==> config.mk <==
export PLATFORM = sky130hd
export DESIGN_NAME = core_id_stage_pipe_flat
export DESIGN_NICKNAME = d
export VERILOG_FILES = /design/src/rtl/core_id_stage_pipe_if.sv /design/src/rtl/core_id_stage_pipe.sv /design/src/flat_wrapper.sv
export SDC_FILE = /design/constraint.sdc
export NUM_CORES = 2
export LEC_CHECK = 0
export BUFFER_PORTS_ARGS = -buffer_cell sky130_fd_sc_hd__buf_2
export CELL_PAD_IN_SITES_DETAIL_PLACEMENT = 1
export CELL_PAD_IN_SITES_GLOBAL_PLACEMENT = 1
export CORE_ASPECT_RATIO = 1.4
export CORE_MARGIN = 2
export CORE_UTILIZATION = 52
export CTS_CLUSTER_DIAMETER = 80
export DETAILED_ROUTE_END_ITERATION = 10
export GPL_ROUTABILITY_DRIVEN = 0
export GPL_TIMING_DRIVEN = 0
export PLACE_DENSITY_LB_ADDON = 0.05
export SLEW_MARGIN = 20
export SYNTH_ARGS = -nofsm -noshare
export SYNTH_HDL_FRONTEND = slang
export SYNTH_SLANG_ARGS = --single-unit
==> constraint.sdc <==
create_clock -name i_clk -period 58 [get_ports i_clk]
set_input_delay 11.6 -clock i_clk [delete_from_list [all_inputs] [get_ports i_clk]]
set_output_delay 11.6 -clock i_clk [all_outputs]
set_load 0.01 [all_outputs]
==> src/rtl/core_id_stage_pipe_if.sv <==
// rtl/core_id_stage_pipe_if.sv - IF/WB-to-ID inputs and ID/EX register outputs of the decode stage
interface core_id_stage_pipe_if #(
  parameter int XLEN = 32
);
  logic            i_valid;
  logic [XLEN-1:0] i_instr;
  logic [XLEN-1:0] i_pc;
  logic            i_flush;
  logic [4:0]      i_wb_rd;
  logic            i_wb_reg_write;
  logic [XLEN-1:0] i_rd_din;
  logic            o_stall;
  logic            o_valid;
  logic [XLEN-1:0] o_pc;
  logic [6:0]      o_opcode;
  logic [4:0]      o_rd;
  logic [2:0]      o_funct3;
  logic [4:0]      o_rs1;
  logic [4:0]      o_rs2;
  logic [6:0]      o_funct7;
  logic            o_mem_read;
  logic            o_mem_write;
  logic            o_reg_write;
  logic [1:0]      o_mem_to_reg;
  logic [1:0]      o_d_size;
  logic            o_d_unsigned;
  logic [XLEN-1:0] o_imm;
  logic [XLEN-1:0] o_rs1_dout;
  logic [XLEN-1:0] o_rs2_dout;
  logic            o_illegal;

  modport master (
    output i_valid, i_instr, i_pc, i_flush, i_wb_rd, i_wb_reg_write, i_rd_din,
    input  o_stall, o_valid, o_pc, o_opcode, o_rd, o_funct3, o_rs1, o_rs2, o_funct7,
           o_mem_read, o_mem_write, o_reg_write, o_mem_to_reg, o_d_size, o_d_unsigned,
           o_imm, o_rs1_dout, o_rs2_dout, o_illegal
  );

  modport slave (
    input  i_valid, i_instr, i_pc, i_flush, i_wb_rd, i_wb_reg_write, i_rd_din,
    output o_stall, o_valid, o_pc, o_opcode, o_rd, o_funct3, o_rs1, o_rs2, o_funct7,
           o_mem_read, o_mem_write, o_reg_write, o_mem_to_reg, o_d_size, o_d_unsigned,
           o_imm, o_rs1_dout, o_rs2_dout, o_illegal
  );
endinterface

==> src/rtl/core_id_stage_pipe.sv <==
// rtl/core_id_stage_pipe.sv - pipelined decode stage with regfile bypass, load-use stall and ID/EX register
module core_id_stage_pipe #(
  parameter int XLEN     = 32,
  parameter int NUM_REGS = 32
) (
  input logic                i_clk,
  input logic                i_rst,
  core_id_stage_pipe_if.slave bus
);
  localparam int         AW = $clog2(NUM_REGS);
  localparam logic [5:0] NR = 6'(NUM_REGS);

  localparam logic [6:0] OP_LUI    = 7'b0110111;
  localparam logic [6:0] OP_AUIPC  = 7'b0010111;
  localparam logic [6:0] OP_JAL    = 7'b1101111;
  localparam logic [6:0] OP_JALR   = 7'b1100111;
  localparam logic [6:0] OP_BRANCH = 7'b1100011;
  localparam logic [6:0] OP_LOAD   = 7'b0000011;
  localparam logic [6:0] OP_STORE  = 7'b0100011;
  localparam logic [6:0] OP_IMM    = 7'b0010011;
  localparam logic [6:0] OP_OP     = 7'b0110011;

  logic [31:0] ins;
  logic [6:0]  opcode;
  logic [4:0]  rd, rs1, rs2;
  logic [2:0]  funct3;
  logic [6:0]  funct7;

  assign ins    = bus.i_instr[31:0];
  assign opcode = ins[6:0];
  assign rd     = ins[11:7];
  assign funct3 = ins[14:12];
  assign rs1    = ins[19:15];
  assign rs2    = ins[24:20];
  assign funct7 = ins[31:25];

  logic            known, rs1_used, rs2_used, rd_used;
  logic            dec_rw, dec_mr, dec_mw, dec_duns, illegal;
  logic [1:0]      dec_mtr, dec_dsize;
  logic [XLEN-1:0] dec_imm;

  // Main control, format selection and sign-extended immediate
  always_comb begin
    known     = 1'b1;
    rs1_used  = 1'b0;
    rs2_used  = 1'b0;
    rd_used   = 1'b0;
    dec_rw    = 1'b0;
    dec_mr    = 1'b0;
    dec_mw    = 1'b0;
    dec_mtr   = 2'b00;
    dec_dsize = 2'b00;
    dec_duns  = 1'b0;
    dec_imm   = '0;
    case (opcode)
      OP_LUI, OP_AUIPC: begin
        rd_used = 1'b1;
        dec_rw  = 1'b1;
        dec_imm = XLEN'($signed({ins[31:12], 12'b0}));
      end
      OP_JAL: begin
        rd_used = 1'b1;
        dec_rw  = 1'b1;
        dec_mtr = 2'b10;
        dec_imm = XLEN'($signed({ins[31], ins[19:12], ins[20], ins[30:21], 1'b0}));
      end
      OP_JALR: begin
        rs1_used = 1'b1;
        rd_used  = 1'b1;
        dec_rw   = 1'b1;
        dec_mtr  = 2'b10;
        dec_imm  = XLEN'($signed(ins[31:20]));
      end
      OP_BRANCH: begin
        rs1_used = 1'b1;
        rs2_used = 1'b1;
        dec_imm  = XLEN'($signed({ins[31], ins[7], ins[30:25], ins[11:8], 1'b0}));
      end
      OP_LOAD: begin
        rs1_used  = 1'b1;
        rd_used   = 1'b1;
        dec_rw    = 1'b1;
        dec_mr    = 1'b1;
        dec_mtr   = 2'b01;
        dec_dsize = funct3[1:0];
        dec_duns  = funct3[2];
        dec_imm   = XLEN'($signed(ins[31:20]));
      end
      OP_STORE: begin
        rs1_used  = 1'b1;
        rs2_used  = 1'b1;
        dec_mw    = 1'b1;
        dec_dsize = funct3[1:0];
        dec_imm   = XLEN'($signed({ins[31:25], ins[11:7]}));
      end
      OP_IMM: begin
        rs1_used = 1'b1;
        rd_used  = 1'b1;
        dec_rw   = 1'b1;
        dec_imm  = XLEN'($signed(ins[31:20]));
      end
      OP_OP: begin
        rs1_used = 1'b1;
        rs2_used = 1'b1;
        rd_used  = 1'b1;
        dec_rw   = 1'b1;
      end
      default: known = 1'b0;
    endcase
    illegal = ~known
            | (rs1_used & ({1'b0, rs1} >= NR))
            | (rs2_used & ({1'b0, rs2} >= NR))
            | (rd_used  & ({1'b0, rd}  >= NR));
  end

  // Register file; out-of-range indices never write and read as zero
  logic [XLEN-1:0] rf [NUM_REGS];
  logic            wb_we;
  logic [XLEN-1:0] rs1_val, rs2_val;

  assign wb_we   = bus.i_wb_reg_write & (bus.i_wb_rd != 5'd0) & ({1'b0, bus.i_wb_rd} < NR);
  assign rs1_val = (rs1 == 5'd0 || {1'b0, rs1} >= NR) ? '0 :
                   (wb_we && bus.i_wb_rd == rs1) ? bus.i_rd_din : rf[rs1[AW-1:0]];
  assign rs2_val = (rs2 == 5'd0 || {1'b0, rs2} >= NR) ? '0 :
                   (wb_we && bus.i_wb_rd == rs2) ? bus.i_rd_din : rf[rs2[AW-1:0]];

  // Writeback port, independent of stall and flush
  always_ff @(posedge i_clk or posedge i_rst) begin
    if (i_rst) begin
      for (int i = 0; i < NUM_REGS; i++) rf[i] <= '0;
    end else if (wb_we) begin
      rf[bus.i_wb_rd[AW-1:0]] <= bus.i_rd_din;
    end
  end

  // Load-use hazard against the load sitting in ID/EX; flush releases it
  logic issue;
  assign bus.o_stall = bus.i_valid & bus.o_valid & bus.o_mem_read & (bus.o_rd != 5'd0)
                     & ((rs1_used & (rs1 == bus.o_rd)) | (rs2_used & (rs2 == bus.o_rd)))
                     & ~bus.i_flush;
  assign issue = bus.i_valid & ~bus.i_flush & ~bus.o_stall;

  // ID/EX register: fields and data always load, control only when issuing
  always_ff @(posedge i_clk or posedge i_rst) begin
    if (i_rst) begin
      bus.o_valid      <= 1'b0;
      bus.o_pc         <= '0;
      bus.o_opcode     <= '0;
      bus.o_rd         <= '0;
      bus.o_funct3     <= '0;
      bus.o_rs1        <= '0;
      bus.o_rs2        <= '0;
      bus.o_funct7     <= '0;
      bus.o_mem_read   <= 1'b0;
      bus.o_mem_write  <= 1'b0;
      bus.o_reg_write  <= 1'b0;
      bus.o_mem_to_reg <= '0;
      bus.o_d_size     <= '0;
      bus.o_d_unsigned <= 1'b0;
      bus.o_imm        <= '0;
      bus.o_rs1_dout   <= '0;
      bus.o_rs2_dout   <= '0;
      bus.o_illegal    <= 1'b0;
    end else begin
      bus.o_valid      <= issue;
      bus.o_pc         <= bus.i_pc;
      bus.o_opcode     <= opcode;
      bus.o_rd         <= rd;
      bus.o_funct3     <= funct3;
      bus.o_rs1        <= rs1;
      bus.o_rs2        <= rs2;
      bus.o_funct7     <= funct7;
      bus.o_imm        <= dec_imm;
      bus.o_rs1_dout   <= rs1_val;
      bus.o_rs2_dout   <= rs2_val;
      bus.o_mem_read   <= issue & dec_mr & ~illegal;
      bus.o_mem_write  <= issue & dec_mw & ~illegal;
      bus.o_reg_write  <= issue & dec_rw & ~illegal;
      bus.o_mem_to_reg <= issue ? dec_mtr : 2'b00;
      bus.o_d_size     <= issue ? dec_dsize : 2'b00;
      bus.o_d_unsigned <= issue & dec_duns;
      bus.o_illegal    <= issue & illegal;
    end
  end
endmodule

==> src/flat_wrapper.sv <==
// flat-port wrapper written by rule: the top's interface ports become plain ports
module core_id_stage_pipe_flat 
#(
  parameter int XLEN     = 32,
  parameter int NUM_REGS = 32
)
  (i_clk, i_rst, bus_i_valid, bus_i_instr, bus_i_pc, bus_i_flush, bus_i_wb_rd, bus_i_wb_reg_write, bus_i_rd_din, bus_o_stall, bus_o_valid, bus_o_pc, bus_o_opcode, bus_o_rd, bus_o_funct3, bus_o_rs1, bus_o_rs2, bus_o_funct7, bus_o_mem_read, bus_o_mem_write, bus_o_reg_write, bus_o_mem_to_reg, bus_o_d_size, bus_o_d_unsigned, bus_o_imm, bus_o_rs1_dout, bus_o_rs2_dout, bus_o_illegal);
  core_id_stage_pipe_if #(.XLEN(XLEN)) bus_i ();
  input logic i_clk;
  input logic i_rst;
  input wire logic [$bits(bus_i.i_valid)-1:0] bus_i_valid;
  input wire logic [$bits(bus_i.i_instr)-1:0] bus_i_instr;
  input wire logic [$bits(bus_i.i_pc)-1:0] bus_i_pc;
  input wire logic [$bits(bus_i.i_flush)-1:0] bus_i_flush;
  input wire logic [$bits(bus_i.i_wb_rd)-1:0] bus_i_wb_rd;
  input wire logic [$bits(bus_i.i_wb_reg_write)-1:0] bus_i_wb_reg_write;
  input wire logic [$bits(bus_i.i_rd_din)-1:0] bus_i_rd_din;
  output wire logic [$bits(bus_i.o_stall)-1:0] bus_o_stall;
  output wire logic [$bits(bus_i.o_valid)-1:0] bus_o_valid;
  output wire logic [$bits(bus_i.o_pc)-1:0] bus_o_pc;
  output wire logic [$bits(bus_i.o_opcode)-1:0] bus_o_opcode;
  output wire logic [$bits(bus_i.o_rd)-1:0] bus_o_rd;
  output wire logic [$bits(bus_i.o_funct3)-1:0] bus_o_funct3;
  output wire logic [$bits(bus_i.o_rs1)-1:0] bus_o_rs1;
  output wire logic [$bits(bus_i.o_rs2)-1:0] bus_o_rs2;
  output wire logic [$bits(bus_i.o_funct7)-1:0] bus_o_funct7;
  output wire logic [$bits(bus_i.o_mem_read)-1:0] bus_o_mem_read;
  output wire logic [$bits(bus_i.o_mem_write)-1:0] bus_o_mem_write;
  output wire logic [$bits(bus_i.o_reg_write)-1:0] bus_o_reg_write;
  output wire logic [$bits(bus_i.o_mem_to_reg)-1:0] bus_o_mem_to_reg;
  output wire logic [$bits(bus_i.o_d_size)-1:0] bus_o_d_size;
  output wire logic [$bits(bus_i.o_d_unsigned)-1:0] bus_o_d_unsigned;
  output wire logic [$bits(bus_i.o_imm)-1:0] bus_o_imm;
  output wire logic [$bits(bus_i.o_rs1_dout)-1:0] bus_o_rs1_dout;
  output wire logic [$bits(bus_i.o_rs2_dout)-1:0] bus_o_rs2_dout;
  output wire logic [$bits(bus_i.o_illegal)-1:0] bus_o_illegal;
  assign bus_i.i_valid = bus_i_valid;
  assign bus_i.i_instr = bus_i_instr;
  assign bus_i.i_pc = bus_i_pc;
  assign bus_i.i_flush = bus_i_flush;
  assign bus_i.i_wb_rd = bus_i_wb_rd;
  assign bus_i.i_wb_reg_write = bus_i_wb_reg_write;
  assign bus_i.i_rd_din = bus_i_rd_din;
  assign bus_o_stall = bus_i.o_stall;
  assign bus_o_valid = bus_i.o_valid;
  assign bus_o_pc = bus_i.o_pc;
  assign bus_o_opcode = bus_i.o_opcode;
  assign bus_o_rd = bus_i.o_rd;
  assign bus_o_funct3 = bus_i.o_funct3;
  assign bus_o_rs1 = bus_i.o_rs1;
  assign bus_o_rs2 = bus_i.o_rs2;
  assign bus_o_funct7 = bus_i.o_funct7;
  assign bus_o_mem_read = bus_i.o_mem_read;
  assign bus_o_mem_write = bus_i.o_mem_write;
  assign bus_o_reg_write = bus_i.o_reg_write;
  assign bus_o_mem_to_reg = bus_i.o_mem_to_reg;
  assign bus_o_d_size = bus_i.o_d_size;
  assign bus_o_d_unsigned = bus_i.o_d_unsigned;
  assign bus_o_imm = bus_i.o_imm;
  assign bus_o_rs1_dout = bus_i.o_rs1_dout;
  assign bus_o_rs2_dout = bus_i.o_rs2_dout;
  assign bus_o_illegal = bus_i.o_illegal;
  core_id_stage_pipe #(.XLEN(XLEN), .NUM_REGS(NUM_REGS)) u_core (.i_clk(i_clk), .i_rst(i_rst), .bus(bus_i));
endmodule
; Word level (Yosys, flattened, before mapping)
; Cells that the tools add are included.
[word_totals]
reg_bits = 1194
in_bits = 106
out_inout_bits = 171
wordCells = 132
[classes]
order_cmp = 4
n_eq_ne = 13
muxes = 25
bitwise_logic = 25
reduce_logical = 15
[op_table]
columns = cell, count
row1 = 1024-bit bitwise mux, 1
row2 = 32-bit binary-select mux with 5-bit select, 2
row3 = 32-bit 2-to-1 mux, 9
row4 = 32-bit demux with 5-bit select, 1
row5 = 32-bit case mux with 5 select lines, 1
row6 = "7-bit by 6-bit == test with 1-bit output, second input constant", 3
row7 = "7-bit == test, second input constant", 3
row8 = 5-bit == test, 4
row9 = 1-bit bitwise AND, 18
row10 = "6-bit >= comparator, second input constant", 3
row11 = 5-bit inverter with 6-bit output, 3
row12 = "7-bit by 5-bit == test with 1-bit output, second input constant", 2
row13 = 5-bit zero test, 2
row14 = 5-bit nonzero test, 2
row15 = 9-bit OR reduction, 1
row16 = "7-bit by 2-bit == test with 1-bit output, second input constant", 1
row17 = 1-bit 2-to-1 mux, 7
row18 = 7-bit OR reduction, 1
row19 = "6-bit by 1-bit < comparator with 1-bit output, second input constant", 1
row20 = 2-bit 2-to-1 mux, 3
row21 = 2-bit OR reduction, 3
row22 = 3-bit OR reduction, 2
row23 = 6-bit OR reduction, 1
row24 = 2-bit case mux with 2 select lines, 1
row25 = other kinds (3), 7

; Depth between registers and ports, before layout
[depth]
word_depth = 11
depth_mapped = 10

; Worst setup path after synthesis
; OpenSTA, ideal clock, no wires.
[synth_path]
path_type = input to output
from = in bus_i_instr[15]
to = out bus_o_stall
arrival_ns = 13.090
path_slack_ns = 33.310
path_stages = 9
n_path_buf = 4
path_cell_list = buf_6 buf_4 buf_4 xnor2_1 nand3_1 nor4_1 a221o_1 clkbuf_1 and2_1
[synth_between]
elab_chain_cells = 5
[synth_rtl]
columns = item, line_no
row1 = start: declaration, flat_wrapper.sv:12  ; input wire logic [$bits(bus_i.i_instr)-1:0] bus_i_instr;
row2 = 5-bit == test, core_id_stage_pipe.sv:139  ; & ((rs1_used & (rs1 == bus.o_rd)) | (rs2_used & (rs2 == bus.o_rd)))
row3 = 1-bit bitwise AND, core_id_stage_pipe.sv:139
row4 = 1-bit OR, core_id_stage_pipe.sv:139
row5 = 1-bit bitwise AND, core_id_stage_pipe.sv:139
row6 = 1-bit bitwise AND, core_id_stage_pipe.sv:140  ; & ~bus.i_flush;
row7 = end: declaration, flat_wrapper.sv:18  ; output wire logic [$bits(bus_i.o_stall)-1:0] bus_o_stall;
; Every way passes these cells.

; Worst setup path after layout
[layout_path]
from = in bus_i_instr[17]
to = out bus_o_stall
; Same word-level chain as after synthesis.

==> results.json <==
{
  "drtAntennaViolNets": 0,
  "min_delay_path_depth": 1,
  "min_period_ns": 25.72,
  "grt_pass1_vias": 47470,
  "cpMaxStageDelayCell": "buf_2",
  "avgSynthCellArea_um2": 13.88,
  "drt-pass1-iter-count": 8,
  "reg2reg_setup_slack_ns": 55.52,
  "slew_violations": 0,
  "hp-class": "register to register",
  "crit_path_frequent_cell": "buf_2",
  "intPower_mw": 1.713,
  "core_um2": 114800,
  "drv_cap": 0,
  "syn_area_um2": 60270,
  "worstPathCellList": "buf_2 -> buf_2 -> buf_2 -> xnor2_1 -> nand2_1 -> nor2_1 -> o221a_2 -> clkbuf_1 -> and2_1 -> buf_2",
  "start_kind": "input port",
  "ctsHoldBuffers": 0,
  "cts_resized": 0,
  "async_reset_ff_share_pct": 100.0,
  "hpwl_um": 191100,
  "ir_drop_mv": 0.02787,
  "vias_per_cell": 7.301,
  "fp-row-count": 147,
  "numCtsBuffers": 119,
  "netlist-cell-type-count": 57,
  "pwr-share-comb_pct": 20.4,
  "post_drt_wl_per_cell_um": 44.74,
  "largest_reg_flops": 1024,
  "tightest_slew_ns": 1.368,
  "cts.sinks": 1193,
  "fin_worst_skew_ns": 0.03231,
  "final-hold-violation-count": 0,
  "fmax_mhz": 38.89,
  "stdcell_count": 6366,
  "synth-seq-cells": 1193,
  "yosysSeqAreaShare_pct": 49.53,
  "placed_cells": 6125,
  "power_density_nw_per_um2": 35.66,
  "setup-violations-final": 0,
  "switching_share_pct": 29.83,
  "cts_tree": "yes",
  "antenna_found_initial": 21,
  "hold_slack_ns": 0.4887,
  "path_max_fanout": 10,
  "reg2reg_from": "u_core.rf[64]",
  "rsz0062_at_grt": "no",
  "grt_overflow": 0,
  "cts_root_buffer": "clkbuf_16",
  "totalWireLength_um": 284800,
  "pin_count": 277,
  "synth_edf_count": 0,
  "status": "finished clean",
  "yosys_warnings": 0,
  "whs_endpoint": "u_core.rf[1022]",
  "arrival_ns": 14.12,
  "cp_data_required_time_ns": 46.40,
  "p_seq_share_pct": 44.6,
  "rr_worst_depth": 5,
  "holdCritStartpoint": "u_core.rf[1022]",
  "drt_iter0_drc": 5747,
  "dieWidth_um": 291.7,
  "p_clk_share_pct": 35.0,
  "postCtsSetupBuffers": 0,
  "drcViolationCount": 0,
  "p_leak_nw": 31.68,
  "die_h_um": 406.8,
  "clk_latency_ns": 0.78,
  "stdcell_area_um2": 68480,
  "finalCritPeriodShare_pct": 44.34,
  "critical_path_buf_inv_count": 5,
  "initial_core_util_pct": 52.51,
  "nNetsFinal": 4862,
  "via_count": 46480,
  "synthToLayoutAreaGrowth_pct": 13.62,
  "n_fill_cell": 11080,
  "layout_common_cells": "dfrtp_1 (1193), mux2_2 (1024), mux2i_1 (574)",
  "netlist_instances": 4341,
  "drive_above_1_share_pct": 41.77,
  "r2r-end": "u_core.bus.o_rs2_dout[0]",
  "grt.total_usage_pct": 47.87,
  "cts.htree.levels": 3,
  "synth-main-ff-cell": "dfrtp_1",
  "netSwitchingPower_mw": 0.7283,
  "clkSlewWorstSetupHoldPaths_ns": 0.07,
  "grt_first_pass_wirelength_um": 385000,
  "grt_max_degree": 107,
  "critPathCaptureType": "primary output",
  "die_area_um2": 118700,
  "ctsLongestPathBuffers": 3,
  "final_common_cell": "dfrtp_1",
  "total_power_mw": 2.442,
  "slew_headroom_pct": 8.793,
  "crit_type": "input port to primary output",
  "setup_tns_ns": 0,
  "place_area_um2": 64160,
  "slowest_delay_ns": 0.71,
  "synth_nets": 4447,
  "top_register": "u_core.rf",
  "numPortBuffers": 274,
  "cp_top_family": "buffers and inverters"
}
## power by group through the flow
stage,logic (mW),registers (mW),clock network [mW]
after detailed placement,0.480,1.10,0
after global placement,0.462,1.09,0
after global routing,0.516,1.10,0.882
after CTS,0.483,1.08,0.853
final,0.499,1.09,0.854
after floorplan,0.327,1.07,0
## synth_stat cells, types with 32 or more instances
cell | number | area share [%]
clkbuf_1 | 250 | 1.6
mux2_2 | 1024 | 19
mux4_2 | 236 | 8.8
mux2i_1 | 574 | 9.5
o221ai_1 | 41 | 0.60
a22oi_1 | 190 | 2.4
a21oi_1 | 147 | 1.2
buf_2 | 108 | 0.90
buf_1 | 86 | 0.54
a32o_1 | 32 | 0.53
a22o_1 | 44 | 0.64
dfrtp_1 | 1193 | 50
a221o_1 | 40 | 0.66
nand2_1 | 65 | 0.40
nand3_1 | 42 | 0.35
## final cells by class
cell class	count	area [um^2]	share of cell area (%)
flip-flops and latches	1193	29850	43.60
multi-input cells	2670	28360	41.41
diodes	16	40.04	0.05847
inverters	4	22.52	0.03289
clock inverters	50	668.1	0.9757
well taps	1490	1864	2.723
clock buffers	175	3583	5.233
repair buffers	294	1889	2.759
plain buffers	474	2196	3.207
## through the flow
stage               utilization (%)  setup slack, ns
CTS                           59.61            32.43
global placement              55.33          -0.6822
detailed placement            55.90            32.45
finish                        59.66            32.28
floorplan                         -            12.79
global route                  59.63            32.22
## worst max path at each step
stage | startpoint | end | slack, ns | cells past startpoint
finish | bus_i_instr[17] | bus_o_stall | 32.28 | 10
global route | bus_i_instr[17] | bus_o_stall | 32.22 | 10
CTS | bus_i_instr[17] | bus_o_stall | 32.43 | 10
detailed placement | bus_i_instr[17] | bus_o_stall | 32.45 | 10
global placement | i_rst | u_core.bus.o_pc[13] | -0.68 | 2
floorplan | i_rst | u_core.bus.o_d_size[0] | 12.79 | 1
## layer usage
metal  global-route usage, %  wire length, um
met5                   1.530              304
met4                   44.60            31380
met3                   19.44            36170
met2                   69.26           121600
met1                   53.69            95390
## logic make-up (layout without fill, tap and decap cells)
group	Yosys count	after routing	synth area share [%]
buf+inv	478	997	3.440
other cells	0	16	0
compound gates	594	594	7.320
flops	1193	1193	49.53
simple gates	222	222	1.933
xor+xnor	20	20	0.2906
mux	1834	1834	37.48
Note: power is estimated with default switching activity, not from simulation.
